File: config.mk
export PLATFORM = sky130hd
export DESIGN_NAME = butterfly_p2s
export DESIGN_NICKNAME = d
export VERILOG_FILES = /design/src/rtl/butterfly_p2s.sv
export SDC_FILE = /design/constraint.sdc
export NUM_CORES = 1
export LEC_CHECK = 0
export ABC_AREA = 0
export BUFFER_PORTS_ARGS = -buffer_cell sky130_fd_sc_hd__buf_2
export CAP_MARGIN = 0
export CORE_MARGIN = 3
export CORE_UTILIZATION = 55
export DETAILED_ROUTE_END_ITERATION = 8
export GPL_TIMING_DRIVEN = 0
export PLACE_DENSITY = 0.9
export SETUP_SLACK_MARGIN = 0.5
export SLEW_MARGIN = 20
export SYNTH_ARGS = -nofsm -noshare
export SYNTH_HDL_FRONTEND = slang
export SYNTH_SLANG_ARGS = --single-unit
export TNS_END_PERCENT = 50
File: constraint.sdc
create_clock -name clk -period 7.5 [get_ports clk]
set_clock_uncertainty 0.05 [all_clocks]
set_input_delay 0.75 -clock clk [delete_from_list [all_inputs] [get_ports clk]]
set_output_delay 0.75 -clock clk [all_outputs]
set_load 0.01 [all_outputs]
File: src/rtl/butterfly_p2s.sv
// rtl/butterfly_p2s.sv - parallel-to-serial converter emitting lanes in rotated butterfly order
//
// Purpose:
//   Takes one num_output-word parallel beat at a time and emits its words one per cycle.
//   The serial position pos selects the lane (pos mod N + popcount of the next 8 pos bits)
//   mod N, so this stage is the exact inverse of the butterfly serial-to-parallel stage.
//
// Ports:
//   clk      clock, all logic on posedge
//   rst      synchronous active-high reset
//   up_dat   parallel beat, lane i at bits [data_width*i +: data_width]
//   up_vld   parallel beat valid
//   up_rdy   ready for a parallel beat (combinational from dn_rdy while draining)
//   length   serial words per vector, sampled at the first beat of a vector
//   dn_dat   serial word
//   dn_vld   serial word valid
//   dn_rdy   downstream ready
//   dn_last  final word of a vector

module butterfly_p2s #(
    parameter int data_width = 16,
    parameter int num_output = 8
) (
    input  logic                               clk,
    input  logic                               rst,
    input  logic [num_output*data_width-1:0]   up_dat,
    input  logic                               up_vld,
    output logic                               up_rdy,
    input  logic [15:0]                        length,
    output logic [data_width-1:0]              dn_dat,
    output logic                               dn_vld,
    input  logic                               dn_rdy,
    output logic                               dn_last
);

    localparam int lane_bits = $clog2(num_output);

    typedef enum logic {
        st_empty = 1'b0,
        st_busy  = 1'b1
    } state_t;

    state_t                 state_q;
    state_t                 state_d;

    logic [15:0]            pos_q;
    logic [15:0]            pos_next;
    logic [15:0]            length_q;
    logic [data_width-1:0]  lane_q [num_output];

    logic                   beat_accept;
    logic                   word_accept;
    logic                   beat_end;
    logic                   vec_end;
    logic [lane_bits+3:0]   lane_sum;
    logic [lane_bits-1:0]   lane_sel;

    function automatic logic [3:0] popcount8(input logic [7:0] v);
        logic [3:0] c;
        c = 4'd0;
        for (int i = 0; i < 8; i++) begin
            c = c + {3'b000, v[i]};
        end
        return c;
    endfunction

    // Word position inside the current beat and inside the current vector.
    assign beat_end = (pos_q[lane_bits-1:0] == {lane_bits{1'b1}});
    assign vec_end  = (pos_q == length_q - 16'd1);

    // Rotation by the popcount of the beat index keeps the lane order matched to the s2p stage;
    // the sum is truncated to lane_bits, giving the mod-N wrap.
    assign lane_sum = {4'b0000, pos_q[lane_bits-1:0]}
                    + {{lane_bits{1'b0}}, popcount8(pos_q[lane_bits+7:lane_bits])};
    assign lane_sel = lane_sum[lane_bits-1:0];

    assign beat_accept = up_vld & up_rdy;
    assign word_accept = dn_vld & dn_rdy;

    // State register
    always_ff @(posedge clk) begin
        if (rst) begin
            state_q <= st_empty;
        end else begin
            state_q <= state_d;
        end
    end

    // Next-state logic
    always_comb begin
        state_d = state_q;
        case (state_q)
            st_empty: begin
                if (beat_accept) begin
                    state_d = st_busy;
                end
            end
            st_busy: begin
                // The last word of a beat leaves only if no new beat arrives alongside it.
                if (word_accept && beat_end) begin
                    state_d = beat_accept ? st_busy : st_empty;
                end
            end
            default: state_d = st_empty;
        endcase
    end

    // Output logic; both handshake outputs are held low while rst is asserted.
    always_comb begin
        up_rdy = 1'b0;
        dn_vld = 1'b0;
        if (!rst) begin
            case (state_q)
                st_empty: begin
                    up_rdy = 1'b1;
                end
                st_busy: begin
                    dn_vld = 1'b1;
                    up_rdy = dn_rdy & beat_end;
                end
                default: begin
                    up_rdy = 1'b0;
                    dn_vld = 1'b0;
                end
            endcase
        end
    end

    // Serial position after this cycle; wraps to 0 at the final word of a vector.
    always_comb begin
        pos_next = pos_q;
        if (word_accept) begin
            pos_next = vec_end ? 16'd0 : pos_q + 16'd1;
        end
    end

    // Datapath: position counter, vector length and the beat buffer.
    always_ff @(posedge clk) begin
        if (rst) begin
            pos_q    <= 16'd0;
            length_q <= 16'd0;
            for (int i = 0; i < num_output; i++) begin
                lane_q[i] <= '0;
            end
        end else begin
            pos_q <= pos_next;
            if (beat_accept) begin
                for (int i = 0; i < num_output; i++) begin
                    lane_q[i] <= up_dat[data_width*i +: data_width];
                end
                // A beat whose first word lands on position 0 opens a new vector.
                if (pos_next == 16'd0) begin
                    length_q <= length;
                end
            end
        end
    end

    assign dn_dat  = lane_q[lane_sel];
    assign dn_last = dn_vld & vec_end;

endmodule

==> results of run 1 <==
-- synth_stat cells (8+ instances only) --
library cell | count | area [sq um]
and2_1 | 99 | 619
xnor2_1 | 26 | 228
nor3_1 | 10 | 50.1
nor4_1 | 14 | 87.6
mux2_2 | 22 | 248
mux2i_1 | 8 | 80.1
nand2_1 | 11 | 41.3
nand3_1 | 8 | 40.0
edfxtp_1 | 128 | 3840
nand4_1 | 8 | 50.1
nor2_1 | 28 | 105
dfxtp_1 | 33 | 661
xor2_1 | 13 | 114
nor2b_1 | 40 | 250
nand2b_1 | 15 | 93.8
inv_1 | 12 | 45.0
mux4_2 | 32 | 721
clkbuf_1 | 31 | 116
-- sequential cells by signal, summed over array words and instances (netlist names) --
| register | flops |
|---|---|
| lane_q | 128 |
| length_q | 16 |
| pos_q | 16 |
| state_q | 1 |
-- final cells by class --
cell class | count | area [sq um] | area share
antenna | 2 | 5.00 | 0.000511
buffer | 40 | 171 | 0.0175
clock buffer | 21 | 440 | 0.0450
clock inverter | 11 | 115 | 0.0118
inverter | 12 | 45.0 | 0.00460
multi-input combinational | 402 | 3400 | 0.348
sequential | 161 | 4500 | 0.460
tap | 180 | 225 | 0.0230
timing repair buffer | 168 | 878 | 0.0897
-- through the flow --
step           hold WS (ns)  area, sq um  power [W]  setup WS, ns
2_1_floorplan         0.415         8120    0.00121          2.63
3_3_place_gp          0.430         9180    0.00129          1.92
3_5_place_dp          0.455         9230    0.00130          1.84
4_1_cts               0.465         9780    0.00212          1.39
5_1_grt               0.497         9790    0.00218          1.24
6_report              0.457         9790    0.00211          1.42
-- worst max-delay path, cell delays in order (launching register included) --
cell      delay [ns]
dfxtp_1         0.56
fa_1            0.47
inv_1           0.09
fa_1            0.42
fa_1            0.47
fa_1            0.39
fa_1            0.40
xnor2_1         0.16
xnor2_1         0.44
clkbuf_1        0.57
mux4_2          0.44
mux2_2          0.30
buf_2           0.15
-- routing by layer --
layer | up-vias | wire [um]
li1 | 2605 | -
met1 | 2741 | 7490
met2 | 253 | 10100
met3 | 46 | 1670
met4 | 8 | 568
met5 | - | 46
-- power breakdown --
| part | internal, W | total, W | switching, W |
|---|---|---|---|
| clock network | 0.000486 | 0.000823 | 0.000337 |
| logic | 0.000122 | 0.000241 | 0.000119 |
| registers | 0.00103 | 0.00105 | 0.0000229 |
-- worst max-delay path by stage --
stage / start / to / slack [ns] / cells past startpoint
floorplan: pos_q[0] / dn_dat[0] / 2.63 / 11
global placement: pos_q[0] / dn_dat[0] / 1.92 / 12
detailed placement: pos_q[0] / dn_dat[9] / 1.84 / 12
CTS: pos_q[0] / dn_dat[0] / 1.39 / 12
global route: pos_q[0] / dn_dat[14] / 1.24 / 12
finish: pos_q[0] / dn_dat[0] / 1.42 / 12
-- cells by family after synthesis --
family / after synthesis
AO/OA/AOI/OAI: 31
XOR/XNOR: 40
adder cells (fa/ha/maj): 10
buffers and inverters: 52
flip-flops: 161
multiplexers: 65
AND/OR/NAND/NOR: 256
==> impl_metrics.toml, run 1 <==
[hold_path]
hold_depth = 2
min_from = "length_q[15]"
worstHoldPathType = "reg2reg"
hold_end = "length_q[15]"

[routing]
drt-initial-drc-count = 555
drt_wl_total_um = 19900
viasPerCell = 5.67
dr.pass1.iters = 5
final_antenna_net_count = 0
remaining_drc_errors = 0
vias = 5653
wl_per_cell_um = 20.0

[placement]
dp_cells = 963
globalplace.congestion = 0.913
dpl.hpwl_um = 14500
port_buffers = 166

[synthesis]
seq_area_frac_synth = 0.555
netlist_instances = 615
postSynthAreaPerCell_sq_um = 13.2
synthMuxAreaShare = 0.135
synth-edff-count = 128
synth_area_sq_um = 8120
ys_ff_latch = 161
synth_simple_gate_area_share = 0.190
async_flop_share = 0
synthFlopType = "edfxtp_1"
synth_compound_area_frac = 0.0293
ys_types = 57
yosysWarnings = 0
synthAdderAreaFrac = 0.0200
synth_xor_area_frac = 0.0450
synth_top_family_by_area = "simple AND/OR/NAND/NOR gates"
synth_nets = 773

[grt]
antenna_found_initial = 6
met1_usage = 0.307
grt_pass1_vias = 5765
grt_max_degree = 49
grt_pass1_wl_um = 30500
grt_use_total = 0.249
use_met3 = 0.0594
busiest_layer = "met2"
use_met2 = 0.424
gr-total-overflow = 0

[timing]
slew_viol_final = 0
min_period_over_period = 0.811
clock.fmax_ghz = 0.164
final_hold_viol_count = 0
finalSetupViolations = 0
period_needed_ns = 6.08
worstMarginPinSlew_ns = 1.01
slew_headroom = 0.319
rsz0062_at_grt = "false"
tns_ns = 0

[clock_tree]
tritoncts.num_buffers = 17
tritoncts = "yes"
cts.sinks = 161
cts_root_buf = "clkbuf_16"
htreeDepth = 4
cts_resized = 0
post-cts-setup-buffer-count = 0
holdBufCountCts = 0
clk_latency_ns = 0.42
clockBufferDepth = 2
clk_pin_slew_ns = 0.06

[final_layout]
postLayoutCoreUtil = 0.692
area_growth_pct = 20.5
finalNetCount = 960
layout_common_cells = "buf_2, edfxtp_1, and2_1"
fin_cells = 997
fillers = 990
final_common_cell = "buf_2"
drive_above_1_share = 0.330

[power_and_ir_drop]
leakage_nw = 3.94
p_per_area_nw_per_um2 = 216
peakVddDrop_mv = 0.151

[die]
core_area_sq_um = 14100
start_util = 0.574
io_pins = 167
rows = 43
dieArea_sq_um = 16300
die_x_um = 128
die_h_um = 128

[setup_path]
crit_required_ns = 6.70
start_kind = "flip-flop"
ff2ff_setup_slack_ns = 3.61
arrival_ns = 5.28
timing.rr.start = "pos_q[0]"
cp_max_fo = 10
worst-setup-path-type = "reg2out"
end_kind = "primary output"
rr_endpoint = "lane_q[2][9]"
ff2ff_path_depth = 8

[run_status]
status = "finished, final reports clean"

[flow_run]
maxCapViolations = 0
Power figures use the tool's default switching activity.
==> run 2: changes to the inputs <==
--- a/config.mk
+++ b/config.mk
@@ -5,14 +5,14 @@
 export SDC_FILE = /design/constraint.sdc
 export NUM_CORES = 1
 export LEC_CHECK = 0
-export ABC_AREA = 0
+export ABC_AREA = 1
 export BUFFER_PORTS_ARGS = -buffer_cell sky130_fd_sc_hd__buf_2
 export CAP_MARGIN = 0
 export CORE_MARGIN = 3
-export CORE_UTILIZATION = 55
+export CORE_UTILIZATION = 51
 export DETAILED_ROUTE_END_ITERATION = 8
 export GPL_TIMING_DRIVEN = 0
-export PLACE_DENSITY = 0.9
+export PLACE_DENSITY = 0.87
 export SETUP_SLACK_MARGIN = 0.5
 export SLEW_MARGIN = 20
 export SYNTH_ARGS = -nofsm -noshare
==> constraint.sdc (replaced) <==
create_clock -name clk -period 5.5 [get_ports clk]
set_clock_uncertainty 0.05 [all_clocks]
set_input_delay 0.55 -clock clk [delete_from_list [all_inputs] [get_ports clk]]
set_output_delay 0.55 -clock clk [all_outputs]
set_load 0.01 [all_outputs]
==> run 2 against run 1 <==
Against the previous run: count of clock-buffer cells in the layout decreased by 3; critical path depth decreased by 1; sequential power increased by 36%; critical endpoint is now dn_dat[8]; non-clock buffer count unchanged; critical path type unchanged; hold slack got worse by 0.13 ns; largest power group unchanged; sequential share of layout area decreased by 3.5 points.
==> impl_metrics.toml, run 2 <==
[setup_path]
crit_required_ns = 4.90
path_cells = "fa_1 > inv_1 > fa_1 > fa_1 > fa_1 > fa_2 > buf_4 > buf_4 > o211ai_1 > a31oi_1 > buf_2"
crit_slowest_cell = "fa_2"
max_stage_delay_ns = 0.59
start_kind = "flip-flop"
cp_max_fo = 10
timing.rr.start = "pos_q[1]"
path_common_cell = "fa_1"
ff2ff_setup_slack_ns = 1.70
arrival_ns = 4.30
ff2ff_path_depth = 9
worst-setup-path-type = "reg2out"
path_buf_inv = 4
path_delay_family = "adder cells"
end_kind = "primary output"
rr_endpoint = "lane_q[1][3]"

[final_layout]
top_regs = "lane_q (128), length_q (16), pos_q (16)"
fillers = 1337
finalNetCount = 1424
layout_common_cells = "inv_1, nor2_1, buf_2"
final_common_cell = "inv_1"
area_growth_pct = 20.3
drive_above_1_share = 0.205
largest_reg_flops = 128
antenna_cells = 0
largest-register = "lane_q"

[timing]
slew_headroom = 0.528
worstMarginPinSlew_ns = 0.708
slew_viol_final = 0
tns_ns = 0
whs_ns = 0.328
finalSetupViolations = 0
clock.fmax_ghz = 0.204
period_needed_ns = 4.90
rsz0062_at_grt = "false"
final_hold_viol_count = 0
min_period_over_period = 0.891

[power_and_ir_drop]
swShare = 0.272
p_per_area_nw_per_um2 = 284
seq_power_share = 0.476
intPower_w = 0.00219
leakage_nw = 5.39
peakVddDrop_mv = 0.250
clock_power_share = 0.383
switching_power_w = 0.000820
power_frac_comb = 0.141

[routing]
remaining_drc_errors = 0
viasPerCell = 5.10
dr.pass1.iters = 7
drt_wl_total_um = 23200
vias = 7640
final_antenna_net_count = 0
wl_per_cell_um = 15.4
drt-initial-drc-count = 719

[die]
die_h_um = 137
rows = 47
core_area_sq_um = 16800
io_pins = 167
start_util = 0.526
die_x_um = 137
dieArea_sq_um = 18900

[synthesis]
synth_nets = 1239
synth_commonest_cells = "inv_1, nor2_1, nand2_1, edfxtp_1, o21ai_0"
postSynthAreaPerCell_sq_um = 8.15
yosysTopAreaCell = "edfxtp_1"
synth.most_common_cell = "inv_1"
async_flop_share = 0
synth_area_leaders = "edfxtp_1, inv_1, nor2_1"
synthFlopType = "edfxtp_1"
synth_area_sq_um = 8810
synth-edff-count = 128
netlist.area_leader.share = 0.436
yosysWarnings = 0
netlist_instances = 1081
ys_types = 40
seq_area_frac_synth = 0.511
ys_ff_latch = 161

[placement]
port_buffers = 165
globalplace.congestion = 0.950
dpl.hpwl_um = 17600

[clock_tree]
clockBufferDepth = 2
htreeDepth = 4
cts_root_buf = "clkbuf_16"
clk_latency_ns = 0.43
clk_pin_slew_ns = 0.06
cts.sinks = 161
tritoncts = "yes"
tritoncts.num_buffers = 17

[grt]
antenna_found_initial = 0
grt_max_degree = 71
grt_pass1_wl_um = 35100
grt_use_total = 0.245
gr-total-overflow = 0
grt_pass1_vias = 7031

[hold_path]
min_from = "up_vld"
worstHoldPathType = "in2reg"
hold_end = "state_q"
hold_depth = 3

[run_status]
status = "finished, final reports clean"

[flow_run]
maxCapViolations = 0
## run 2: timing repair
| item | 4_1_cts | 5_1_grt |
|---|---|---|
| cloned | 0 | 0 |
| hold buffers | 0 | 0 |
| gates resized for setup | 17 | 35 |
| pin swaps | 1 | 4 |
| setup buffers | 0 | 0 |
| setup endpoints to repair | 16 | 16 |
## run 2: power by group through the flow
stage / sequential (W) / clock, W / combinational [W]
after floorplan: 0.00145 / 0 / 0.000270
after CTS: 0.00143 / 0.00116 / 0.000421
final: 0.00143 / 0.00115 / 0.000425
after global placement: 0.00146 / 0 / 0.000403
after global routing: 0.00144 / 0.00122 / 0.000478
after detailed placement: 0.00146 / 0 / 0.000416
## run 2: layout make-up
class / instances / area [sq um] / area share
timing repair buffer: 166 / 853 / 0.0805
clock buffer: 18 / 429 / 0.0405
inverter: 246 / 923 / 0.0871
clock inverter: 14 / 145 / 0.0137
tap: 220 / 275 / 0.0260
buffer: 42 / 218 / 0.0205
sequential: 161 / 4510 / 0.425
multi-input combinational: 632 / 3240 / 0.306
## run 2: how the worst max path moves through the flow
stage | startpoint | endpoint | slack [ns] | cells after the start
floorplan | pos_q[0] | dn_dat[10] | 1.19 | 10
CTS | pos_q[0] | dn_dat[0] | 0.47 | 10
finish | pos_q[0] | dn_dat[8] | 0.60 | 11
global route | pos_q[0] | dn_dat[11] | 0.49 | 12
global placement | pos_q[0] | lane_q[2][7] | 0.44 | 8
detailed placement | pos_q[0] | dn_dat[8] | 0.51 | 11
## run 2: worst reg2reg max path: cells and delay by family, from the launching register on
family | cells | cell delay, ns
adders and majority gates | 2 | 0.43
DFF | 1 | 0.39
AOI/OAI and AO/OA | 1 | 0.24
buffers and inverters | 3 | 1.37
and+or+nand+nor | 3 | 0.98
## run 2: per-layer routing
metal | global-route usage | part of all wire
met1 | 0.321 | 0.39
met4 | 0.0843 | 0.029
met5 | 0 | 0
met3 | 0.0544 | 0.090
met2 | 0.404 | 0.49
## run 2: cells by family after synthesis
group                    count (synthesis)  share of synthesized area
AO/OA/AOI/OAI                          128                     0.0818
flip-flops                             161                      0.511
XOR/XNOR                                20                     0.0199
AND/OR/NAND/NOR                        458                      0.225
adder cells (fa/ha/maj)                 10                     0.0185
multiplexers                            16                     0.0182
buffers and inverters                  288                      0.125
## run 2: metrics by stage
stage	total power (W)	cell area [sq um]	instances	utilization	setup WS, ns
2_1_floorplan	0.00172	8810	1081	-	1.19
3_5_place_dp	0.00187	9950	1467	0.594	0.507
4_1_cts	0.00301	10600	1499	0.630	0.474
3_3_place_gp	0.00186	9910	1466	0.591	0.440
6_report	0.00301	10600	1499	0.632	0.602
5_1_grt	0.00313	10600	1499	0.632	0.486
==> run 3: changes to the inputs <==
--- a/config.mk
+++ b/config.mk
@@ -11,7 +11,6 @@
 export CORE_MARGIN = 3
 export CORE_UTILIZATION = 51
 export DETAILED_ROUTE_END_ITERATION = 8
-export GPL_TIMING_DRIVEN = 0
 export PLACE_DENSITY = 0.87
 export SETUP_SLACK_MARGIN = 0.5
 export SLEW_MARGIN = 20
==> run 3 against run 2 <==
Against the previous run: sequential share of layout area grew 0.43 points; count of clock-buffer cells in the layout grew 2; via count shrank 0.51%; setup slack lost 0.16 ns; final area shrank 0.98%; fmax shrank 3.2%; wire length grew 0.83%; utilization shrank 0.62 points; non-clock buffer count shrank 24; critical path type unchanged.
==> impl_metrics.toml, run 3 (synthesized netlist as in run 2, its figures left out) <==
[run_status]
status = "finished, final reports clean"

[timing]
finalSetupViolations = 0
min_period_over_period = 0.920
worstMarginPinSlew_ns = 1.04
slew_viol_final = 0
final_hold_viol_count = 0
whs_ns = 0.364
slew_headroom = 0.308
tns_ns = 0
rsz0062_at_grt = "true"
period_needed_ns = 5.06
clock.fmax_ghz = 0.198

[setup_path]
start_kind = "flip-flop"
end_kind = "primary output"
crit_slowest_cell = "fa_2"
timing.rr.start = "pos_q[1]"
ff2ff_path_depth = 7
path_cells = "fa_1 > inv_1 > fa_1 > fa_1 > fa_4 > fa_2 > clkinvlp_4 > buf_4 > o21ai_1 > nor2_1 > a31oi_1 > buf_2"
cp_max_fo = 7
arrival_ns = 4.46
worst-setup-path-type = "reg2out"
max_stage_delay_ns = 0.65
crit_required_ns = 4.90
ff2ff_setup_slack_ns = 1.91
path_common_cell = "fa_1"
rr_endpoint = "lane_q[3][6]"

[final_layout]
regArea_sq_um = 4510
fillers = 1353
final_common_cell = "inv_1"
largest-register = "lane_q"
layout_common_cells = "inv_1, nor2_1, buf_2"
finalNetCount = 1400
fin_area_sq_um = 10500
top_regs = "lane_q (128), length_q (16), pos_q (16)"
drive_above_1_share = 0.203
largest_reg_flops = 128
area_growth_pct = 19.1
multi_input_area_sq_um = 3250
antenna_cells = 0

[clock_tree]
cts_root_buf = "clkbuf_16"
clk_pin_slew_ns = 0.06
tritoncts.num_buffers = 17
htreeDepth = 4
clockBufferDepth = 2
tritoncts = "yes"
clk_latency_ns = 0.42
holdBufCountCts = 0
cts.sinks = 161

[routing]
remaining_drc_errors = 0
final_antenna_net_count = 0
wl_per_cell_um = 15.8
drt-initial-drc-count = 895
dr.pass1.iters = 7
viasPerCell = 5.16
vias = 7601
drt_wl_total_um = 23300

[flow_run]
maxCapViolations = 0

[die]
dieArea_sq_um = 18900
die_h_um = 137
die_x_um = 137
core_area_sq_um = 16800
start_util = 0.526
io_pins = 167
rows = 47

[placement]
dpl.hpwl_um = 16900
globalplace.congestion = 0.915
port_buffers = 166
post_dp_cell_area_sq_um = 9820

[grt]
gr-total-overflow = 0
antenna_found_initial = 0
grt_max_degree = 99
grt_pass1_vias = 7005
grt_use_total = 0.245
grt_pass1_wl_um = 34900

[power_and_ir_drop]
leakage_nw = 5.35
peakVddDrop_mv = 0.233
p_per_area_nw_per_um2 = 280

[hold_path]
hold_depth = 3
min_from = "up_vld"
hold_end = "state_q"
worstHoldPathType = "in2reg"
run 3: changes by cell type in the layout (fill, tap and decap cells not counted), sizes merged:
cell,previous run,this run
clkinv,5,6
clkbuf,44,20
clkinvlp,3,4
buf,182,184
inv,251,245
run 3: timing repair:
action | 4_1_cts | 5_1_grt
resized for setup | 8 | 8
pin swaps | 3 | 2
buffers inserted | 6 | 7
setup endpoints to repair | 16 | 16
run 3: worst max-delay path by stage:
stage | start | slack, ns | endpoint
final | pos_q[0] | 0.44 | dn_dat[0]
after global placement | pos_q[0] | 0.56 | dn_dat[5]
after detailed placement | pos_q[0] | 0.50 | dn_dat[5]
after floorplan | pos_q[0] | 1.19 | dn_dat[10]
after global routing | pos_q[0] | 0.37 | dn_dat[3]
after CTS | pos_q[0] | 0.49 | dn_dat[5]
run 3: report_power, final:
part | switching, W | total (W) | internal, W
Clock | 0.000470 | 0.00108 | 0.000614
Sequential | 0.0000359 | 0.00144 | 0.00140
Combinational | 0.000265 | 0.000419 | 0.000154
Total | 0.000771 | 0.00294 | 0.00217
run 3: metal layers:
metal / wire, um / up-vias / GRT usage
met2: 11300 / 403 / 0.412
met3: 2180 / 65 / 0.0584
met5: 0 / - / 0
li1: - / 3689 / -
met1: 8990 / 3444 / 0.306
met4: 895 / 0 / 0.0965
run 3: metrics by stage:
step / std cells / utilization / worst slack [ns] / total power (W)
floorplan: 1081 / - / 1.19 / 0.00172
global placement: 1430 / 0.586 / 0.563 / 0.00186
detailed placement: 1430 / 0.586 / 0.499 / 0.00187
CTS: 1466 / 0.622 / 0.486 / 0.00294
global route: 1473 / 0.626 / 0.375 / 0.00305
finish: 1473 / 0.626 / 0.438 / 0.00294
run 3: worst max-delay path, delay by kind of cell, from the launching register on:
kind / cells / cell delay [ns]
AO/OA/AOI/OAI: 2 / 0.36
AND/OR/NAND/NOR: 1 / 0.07
buffers and inverters: 4 / 0.61
adder cells (fa/ha/maj): 5 / 2.64
flip-flops: 1 / 0.36
run 3: final cells by class:
type / count / area share
inverter: 246 / 0.0884
clock buffer: 20 / 0.0416
timing repair buffer: 184 / 0.0959
tap: 220 / 0.0262
multi-input combinational: 632 / 0.310
clock inverter: 10 / 0.00823
sequential: 161 / 0.430
